==> src/rtl/ps2_dev_tx_multi.sv <==
`default_nettype none
// ============================================================================
//  Module   : ps2_dev_tx_multi
//  Purpose  : Multi-channel PS/2 device-side transmitter. Each channel queues
//             bytes in its own FIFO and sends them as 11-bit PS/2 frames
//             (start, 8 data LSB first, odd parity, stop). A programmable
//             idle gap separates frames on one channel. A host inhibit aborts
//             the frame in flight, and the same byte is resent later.
//  Ports    : clk_sys, reset_n       - system clock, async active-low reset
//             wr, wr_ch, wr_data     - byte write strobe / channel / data
//             inhibit[CHANNELS]      - host holding the clock low, per channel
//             ovf_clr[CHANNELS]      - clear sticky overflow, per channel
//             ps2_clk, ps2_data      - PS/2 lines, per channel (idle high)
//             busy                   - frame in progress, per channel
//             overflow               - sticky "write dropped on full FIFO"
//             fifo_level             - entry count, FIFO_BITS+1 bits/channel
//  Revision : 1.0 - initial release
// ============================================================================
module ps2_dev_tx_multi #(
  parameter int CHANNELS  = 2,
  parameter int FIFO_BITS = 3,
  parameter int PS2DIV    = 20,
  parameter int GAP       = 2
) (
  input  logic                              clk_sys,
  input  logic                              reset_n,
  input  logic                              wr,
  input  logic [2:0]                        wr_ch,
  input  logic [7:0]                        wr_data,
  input  logic [CHANNELS-1:0]               inhibit,
  input  logic [CHANNELS-1:0]               ovf_clr,
  output logic [CHANNELS-1:0]               ps2_clk,
  output logic [CHANNELS-1:0]               ps2_data,
  output logic [CHANNELS-1:0]               busy,
  output logic [CHANNELS-1:0]               overflow,
  output logic [CHANNELS*(FIFO_BITS+1)-1:0] fifo_level
);

  localparam int C_DEPTH = 1 << FIFO_BITS;
  localparam int C_LVL_W = FIFO_BITS + 1;
  localparam int C_CNT_W = (PS2DIV < 1) ? 1 : $clog2(PS2DIV + 1);

  typedef enum logic [3:0] {
    S_IDLE = 4'd0,
    S_D0   = 4'd1,
    S_D1   = 4'd2,
    S_D2   = 4'd3,
    S_D3   = 4'd4,
    S_D4   = 4'd5,
    S_D5   = 4'd6,
    S_D6   = 4'd7,
    S_D7   = 4'd8,
    S_PAR  = 4'd9,
    S_STOP = 4'd10,
    S_END  = 4'd11
  } state_t;

  // --------------------------------------------------------------------------
  // Shared PS/2 clock divider. The tick is the cycle on which the divided
  // clock rises, so every channel changes its data line together with the
  // rising clock and the host samples stable data on the falling edge.
  // --------------------------------------------------------------------------
  logic [C_CNT_W-1:0] r_cnt;
  logic               r_clk_ps2;
  logic               w_div_wrap;
  logic               w_tick;

  assign w_div_wrap = (r_cnt == C_CNT_W'(PS2DIV));
  assign w_tick     = w_div_wrap & ~r_clk_ps2;

  always_ff @(posedge clk_sys or negedge reset_n) begin
    if (!reset_n) begin
      r_cnt     <= '0;
      r_clk_ps2 <= 1'b0;
    end else if (w_div_wrap) begin
      r_cnt     <= '0;
      r_clk_ps2 <= ~r_clk_ps2;
    end else begin
      r_cnt     <= r_cnt + 1'b1;
    end
  end

  // --------------------------------------------------------------------------
  // Per-channel FIFO + frame FSM
  // --------------------------------------------------------------------------
  genvar n;
  generate
    for (n = 0; n < CHANNELS; n++) begin : g_ch
      logic [7:0]           r_mem [C_DEPTH];
      logic [FIFO_BITS-1:0] r_wptr;
      logic [FIFO_BITS-1:0] r_rptr;
      logic [C_LVL_W-1:0]   r_level;
      logic                 r_ovf;
      state_t               r_state;
      state_t               w_state_nx;
      logic [7:0]           r_shift;
      logic [7:0]           w_shift_nx;
      logic                 r_par;
      logic                 w_par_nx;
      logic                 r_data;
      logic                 w_data_nx;
      logic [3:0]           r_gap;
      logic [3:0]           w_gap_nx;
      logic                 w_pop;
      logic                 w_sel;
      logic                 w_full;
      logic                 w_wr_ok;
      logic                 w_ovf_set;

      // A pop frees a slot in the same cycle, so a write to a full FIFO that
      // coincides with the stop-bit pop is accepted rather than dropped. The
      // overwritten slot was already copied into the shift register at start.
      assign w_sel     = wr && (wr_ch == 3'(n));
      assign w_full    = (r_level == C_LVL_W'(C_DEPTH));
      assign w_wr_ok   = w_sel && (!w_full || w_pop);
      assign w_ovf_set = w_sel && w_full && !w_pop;

      always_ff @(posedge clk_sys) begin
        if (w_wr_ok) begin
          r_mem[r_wptr] <= wr_data;
        end
      end

      always_ff @(posedge clk_sys or negedge reset_n) begin
        if (!reset_n) begin
          r_wptr  <= '0;
          r_rptr  <= '0;
          r_level <= '0;
          r_ovf   <= 1'b0;
        end else begin
          if (w_wr_ok) begin
            r_wptr <= r_wptr + 1'b1;
          end
          if (w_pop) begin
            r_rptr <= r_rptr + 1'b1;
          end
          case ({w_wr_ok, w_pop})
            2'b10:   r_level <= r_level + 1'b1;
            2'b01:   r_level <= r_level - 1'b1;
            default: r_level <= r_level;
          endcase
          // Set has priority over clear.
          if (w_ovf_set) begin
            r_ovf <= 1'b1;
          end else if (ovf_clr[n]) begin
            r_ovf <= 1'b0;
          end
        end
      end

      // Frame state register
      always_ff @(posedge clk_sys or negedge reset_n) begin
        if (!reset_n) begin
          r_state <= S_IDLE;
          r_shift <= '0;
          r_par   <= 1'b0;
          r_data  <= 1'b1;
          r_gap   <= '0;
        end else begin
          r_state <= w_state_nx;
          r_shift <= w_shift_nx;
          r_par   <= w_par_nx;
          r_data  <= w_data_nx;
          r_gap   <= w_gap_nx;
        end
      end

      // Frame next-state logic; everything advances on the divider tick only.
      always_comb begin
        w_state_nx = r_state;
        w_shift_nx = r_shift;
        w_par_nx   = r_par;
        w_data_nx  = r_data;
        w_gap_nx   = r_gap;
        w_pop      = 1'b0;
        if (w_tick) begin
          case (r_state)
            S_IDLE: begin
              if ((r_level != '0) && (r_gap == 4'd0) && !inhibit[n]) begin
                w_shift_nx = r_mem[r_rptr];
                w_par_nx   = 1'b1;
                w_data_nx  = 1'b0;
                w_state_nx = S_D0;
              end else if (r_gap != 4'd0) begin
                w_gap_nx = r_gap - 4'd1;
              end
            end
            S_D0, S_D1, S_D2, S_D3, S_D4, S_D5, S_D6, S_D7: begin
              if (inhibit[n]) begin
                // Abort without popping: the byte stays at the FIFO head.
                w_state_nx = S_IDLE;
                w_data_nx  = 1'b1;
                w_gap_nx   = 4'(GAP);
              end else begin
                w_data_nx  = r_shift[0];
                w_shift_nx = {1'b0, r_shift[7:1]};
                w_par_nx   = r_par ^ r_shift[0];
                w_state_nx = state_t'(r_state + 4'd1);
              end
            end
            S_PAR: begin
              if (inhibit[n]) begin
                w_state_nx = S_IDLE;
                w_data_nx  = 1'b1;
                w_gap_nx   = 4'(GAP);
              end else begin
                w_data_nx  = r_par;
                w_state_nx = S_STOP;
              end
            end
            S_STOP: begin
              w_data_nx  = 1'b1;
              w_pop      = 1'b1;
              w_state_nx = S_END;
            end
            S_END: begin
              w_state_nx = S_IDLE;
              w_gap_nx   = 4'(GAP);
            end
            default: begin
              w_state_nx = S_IDLE;
              w_data_nx  = 1'b1;
            end
          endcase
        end
      end

      assign ps2_clk[n]                         = r_clk_ps2 | (r_state == S_IDLE);
      assign ps2_data[n]                        = r_data;
      assign busy[n]                            = (r_state != S_IDLE);
      assign overflow[n]                        = r_ovf;
      assign fifo_level[n*C_LVL_W +: C_LVL_W]   = r_level;
    end
  endgenerate

endmodule
`default_nettype wire

==> config.mk <==
export PLATFORM = sky130hd
export DESIGN_NAME = ps2_dev_tx_multi
export DESIGN_NICKNAME = d
export VERILOG_FILES = /design/src/rtl/ps2_dev_tx_multi.sv
export SDC_FILE = /design/constraint.sdc
export NUM_CORES = 1
export LEC_CHECK = 0
export ABC_CLOCK_PERIOD_IN_PS = 2600
export BUFFER_PORTS_ARGS = -buffer_cell sky130_fd_sc_hd__buf_4
export CORE_MARGIN = 3
export CORE_UTILIZATION = 45
export DETAILED_ROUTE_END_ITERATION = 7
export GPL_ROUTABILITY_DRIVEN = 0
export RECOVER_POWER = 25
export SLEW_MARGIN = 5
export SYNTH_ARGS = -nofsm -noshare
export SYNTH_HDL_FRONTEND = slang
export SYNTH_SLANG_ARGS = --single-unit
==> constraint.sdc <==
create_clock -name clk_sys -period 2.6 [get_ports clk_sys]
set_input_delay 0.52 -clock clk_sys [delete_from_list [all_inputs] [get_ports clk_sys]]
set_output_delay 0.52 -clock clk_sys [all_outputs]
set_load 0.1 [all_outputs]
# After elaboration in Yosys (flattened, before gate mapping)

Memories as Yosys holds them, arrays and structs flattened.
Index checks and enable logic that the tools add are counted.
W data, S select, Z words.

Register bits: 64
Bits in latches: 0
Bits in writable memories: 128
Memory bits (read-only): 0
Bits of input ports: 18
Output and inout port bits: 16
Logic and storage cells: 185
Memories: 2

$add $sub $neg: 13
Multipliers: 0
Divide/modulo/power cells: 0
Magnitude comparators: 0
Eq/ne operators: 40
Shift-type cells: 0
Mux-type cells: 51
Bitwise logic cells: 8
Reductions and logical operators: 51

Memories:

| memory        | words | width | read ports | clocked after memory_dff | write ports | RTL line | text |
|---|---|---|---|---|---|---|---|
| g_ch[0].r_mem | 8     | 8     | 1          | 0                        | 1           | 89       | `logic [7:0] r_mem [C_DEPTH];` |
| g_ch[1].r_mem | 8     | 8     | 1          | 0                        | 1           | 89       |  |

Operators with widths:

| operator              | number |
|---|---|
| $mux W4               | 12 |
| $eq A4 B4 Y1 const B  | 10 |
| $eq A4 B3 Y1 const B  | 8 |
| $mux W8               | 4 |
| $pmux W4 S4           | 2 |
| $pmux W8 S2           | 2 |
| $pmux W4 S3           | 2 |
| $reduce_bool A4 Y1    | 6 |
| $mux W1               | 22 |
| $reduce_or A9 Y1      | 2 |
| $add A4 B1 Y4 const B | 4 |
| $eq A4 B2 Y1 const B  | 4 |
| $logic_not A4 Y1      | 4 |
| $ne A2 B2 Y1 const B  | 8 |
| $pmux W4 S2           | 2 |
| $reduce_or A8 Y1      | 2 |
| $sub A4 B1 Y4 const B | 4 |
| $add A3 B1 Y3 const B | 4 |
| $logic_and A1 B1 Y1   | 12 |
| $reduce_bool A2 Y1    | 6 |
| $reduce_and A5 Y1     | 2 |
| $eq A4 B1 Y1 const B  | 2 |
| $pmux W1 S4           | 2 |
| $reduce_and A4 Y1     | 2 |
| 18 further kinds      | 35 |

# Longest topological paths before layout

Word-level depth: 7
Mapped depth: 10
Depth with buffers taken out: 9

# Worst setup path before layout

No wires, ideal clock.

Path type: register -> output
From: register g_ch[0].r_state[0]
To: output port ps2_clk[0]
Arrival time: 2509 ps
Setup slack: -429 ps
Cell stages (with the launch flop): 7
Path buffers: 1
Cell sequence: dfrtp_1 inv_1 ha_1 buf_6 nor3b_1 inv_1 nand2b_1

Longest elaborated chain between the ends: 2

Ends and longest elaborated chain:

| element                | RTL line | text |
|---|---|---|
| start, declared        | 94       | `state_t r_state;` |
| start signal, assigned | 160      | `r_state <= w_state_nx;` |
| $logic_not A4 Y1       | 228      | `assign ps2_clk[n] = r_clk_ps2 \| (r_state == S_IDLE);` |
| $or A1 B1 Y1           | 228      |  |
| end, declared          | 32       | `output logic [CHANNELS-1:0] ps2_clk,` |

No other way between the ends.

# Worst setup path after layout

From: register g_ch[1].r_state[0]
To: output port ps2_clk[1]

Longest elaborated chain between the ends: 2

Ends and longest elaborated chain:

| element                | RTL line |
|---|---|
| start, declared        | 94 |
| start signal, assigned | 160 |
| $logic_not A4 Y1       | 228 |
| $or A1 B1 Y1           | 228 |

No other way between the ends.

==> out/qor.txt <==
Status - complete, no violations
Via count - 5549
Remaining DRCs - 0
Yosys cell types - 78
Post-route antenna net violation count - 0
Initial Util - 0.459
Worst r2r dst - g_ch[0].r_level[2]
R2R Setup Slk - 250 ps
Drt via density - 5.66
Total CTS buffers - 17
Hpwl dp - 12.5 mm
Max-slew violations - 0
IO Port Bufs - 33
Final setup viols - 0
Syn Nets - 687
Placed cell count - 948
Fillers - 1665
Maxcap violations - 0
Reg-to-Reg Start - r_cnt[0]
Clk sinks - 192
Synth Warn # - 0
Fin nets - 740
Total Wirelength - 17.9 mm
Multi-input gate area - 3270 um2
Async SR Flop Fraction - 0.333
Critical path peak fanout - 11
Clock slew at reported path FFs - 70 ps
CP endpoint kind - output port
Antenna fix cells - 0
Mux cell area share after synthesis - 0.0979
Worst-case clock skew - 11.7 ps
H-tree depth - 4
Die H - 147 um
Leak - 0.00375 uW
Clk_lat worst skew - 420 ps
Pre-antenna DRT Iters - 7
Transition time of the tightest slew-check pin - 807 ps
Number of global-route vias before repair - 5595
Critical path launch point type - flop
Area grow syn2layout - 14.4%
Pin count of the biggest net entering global routing - 65
HP Class - in -> async
Seq cells post-synth - 192
Max_slew headroom - 0.462
Compound-gate portion of the synthesized area - 0.129
Worst EP required - 2080 ps
Crit Path Category - reg -> out
RSZ-0062 raised after global routing - no
PwrDens - 739 nW/um2
CTS hold repair buffers - 0
F_max - 409 MHz
Adder-cell share of the synthesized area - 0.0265
Post-synth top area share - 0.428
Post-synthesis xor/xnor area fraction - 0.0156
Cell count after synthesis - 650
Die area - 21700 um2
Max Root-Sink Buffers - 2
Fin crit share - 0.940
Arr. time, crit path - 1920 ps
Global-route wire length before repair - 29.4 mm
Total power draw - 7580 uW
Simple-Gate Fraction of Synth Area - 0.0914
VDD IR max - 346 uV
Mapped Area - 8970 um2
Largest family of logic cells by synthesized area - compound AO/OA/AOI/OAI gates
Area leader, netlist - edfxtp_1
Post-DR wirelength/cell - 18.3 um
Post-synth EDFFs - 128
Final Critical Period - 2440 ps
CTS tree - built
Post-route design area - 10300 um2
Gr usage total - 0.170
Ys flop type - edfxtp_1
Reg2reg path depth - 10
GRT Residual Overflow - 0
Initial antenna violation count - 0
Drt initial violations - 374
Synthesized area per cell - 13.8 um2
Non-Filler Instances - 981
Ranking of synthesized cells by area - edfxtp_1 43%, dfrtp_1 17%, mux2i_1 4.0%
Core Util, Final - 0.526
FF+latch area - 5450 um2
Clock root buffer - clkbuf_16
Core ar. - 19500 um2
Post-Place Cell Area - 9640 um2
Post-synthesis sequential area ratio - 0.607
Die Wd - 147 um
Cell Rows - 51
IO Pins - 34
Share of cells above drive strength 1 - 0.226
Final Hold Viols - 0
## placed cells by master, fill, tap and decap left out, types with 5 or more instances in the layout
| master | count |
|---|---|
| buf_4 | 59 |
| nor3_1 | 23 |
| a21oi_1 | 17 |
| o31ai_2 | 7 |
| mux2i_1 | 36 |
| ha_1 | 17 |
| clkbuf_1 | 9 |
| nor2_1 | 27 |
| inv_8 | 8 |
| a22oi_1 | 5 |
| a211oi_1 | 8 |
| and2_1 | 7 |
| o21a_1 | 9 |
| nand3_1 | 10 |
| o31ai_1 | 8 |
| mux2_2 | 23 |
| nand2_1 | 19 |
| mux4_2 | 11 |
| xnor2_1 | 11 |
| a22o_1 | 12 |
| inv_1 | 25 |
| nor4_1 | 5 |
| o22ai_1 | 16 |
| o32a_1 | 7 |
| o21ai_0 | 8 |
| xor2_1 | 5 |
| nor2b_1 | 5 |
| clkbuf_16 | 17 |
| nand2b_1 | 11 |
| o211ai_1 | 5 |
| dfrtp_1 | 59 |
| edfxtp_1 | 128 |
## state kept, by name (all words and copies together), names as in the netlist
name          count
g_ch.r_gap        8
g_ch.r_par        2
g_ch.r_mem      128
g_ch.r_level      8
r_cnt             5
g_ch.r_wptr       6
g_ch.r_rptr       6
r_clk_ps2         1
g_ch.r_ovf        2
g_ch.r_data       2
g_ch.r_shift     16
g_ch.r_state      8
## timing repair
action / in CTS / in global routing
gates resized for setup: 4 / 4
buffers inserted: 0 / 1
setup endpoints to repair: 3 / 3
## power breakdown
| part | internal (uW) | total [uW] | switching, uW |
|---|---|---|---|
| clock network | 1480 | 2690 | 1210 |
| registers | 3440 | 3670 | 234 |
| logic | 358 | 1220 | 859 |
| total | 5280 | 7580 | 2310 |
## kinds of logic after synthesis
logic type / count (synthesis)
AOI/OAI and AO/OA: 148
buffers and inverters: 61
adders and majority gates: 19
and+or+nand+nor: 143
DFF: 192
xor gates and xnor gates: 16
muxes: 71
## critical path, cell delays in order (launching register included)
cell,delay [ps]
dfrtp_1,430
inv_1,120
ha_2,300
nor3b_4,280
or2_2,160
buf_6,220
## layout make-up
cell class                 instances  area share
timing repair buffer              69      0.0483
clock buffer                      18      0.0418
tap                              265      0.0323
multi-input combinational        397       0.319
sequential                       192       0.531
clock inverter                    14      0.0183
inverter                          26     0.00951
## worst max-delay path by stage
stage | startpoint | end | depth (start not counted)
floorplan | g_ch[0].r_state[0] | ps2_clk[0] | 6
global placement | inhibit[1] | g_ch[1].r_shift[6] | 4
detailed placement | inhibit[1] | g_ch[1].r_shift[5] | 4
CTS | g_ch[1].r_state[0] | ps2_clk[1] | 5
global route | g_ch[0].r_state[1] | ps2_clk[0] | 7
finish | g_ch[1].r_state[0] | ps2_clk[1] | 5
## layer usage
metal  track usage  up-vias  wire, um
li1              -     2641         -
met1         0.232     2795      8110
met2         0.281       99      8940
met3        0.0339       14       691
met4        0.0447        0       189
met5             0        -         0
## through the flow
step	hold WS, ps	worst slack, ps	setup TNS, ps
after floorplan	224	-132	-132
after global placement	468	220	0
after detailed placement	482	264	0
after CTS	213	14.0	0
after global routing	239	29.8	0
final	163	156	0
## synth_stat cells (7+ instances only)
cell      instances
and2_1            7
mux4_2           11
inv_1            26
o21ai_0           8
edfxtp_1        128
buf_2             7
nand2_1          19
nor4_1            7
nand3_1          10
xnor2_1          11
o32a_1            7
nor2_1           27
o31ai_1           8
a211oi_1          8
a22o_1           12
o22ai_1          16
o21a_1            9
mux2_2           23
o31ai_2           7
nand2b_1         12
clkbuf_1         17
ha_1             19
a21oi_1          17
mux2i_1          36
nor3_1           23
dfrtp_1          62
(Power assumes the default switching activity.)
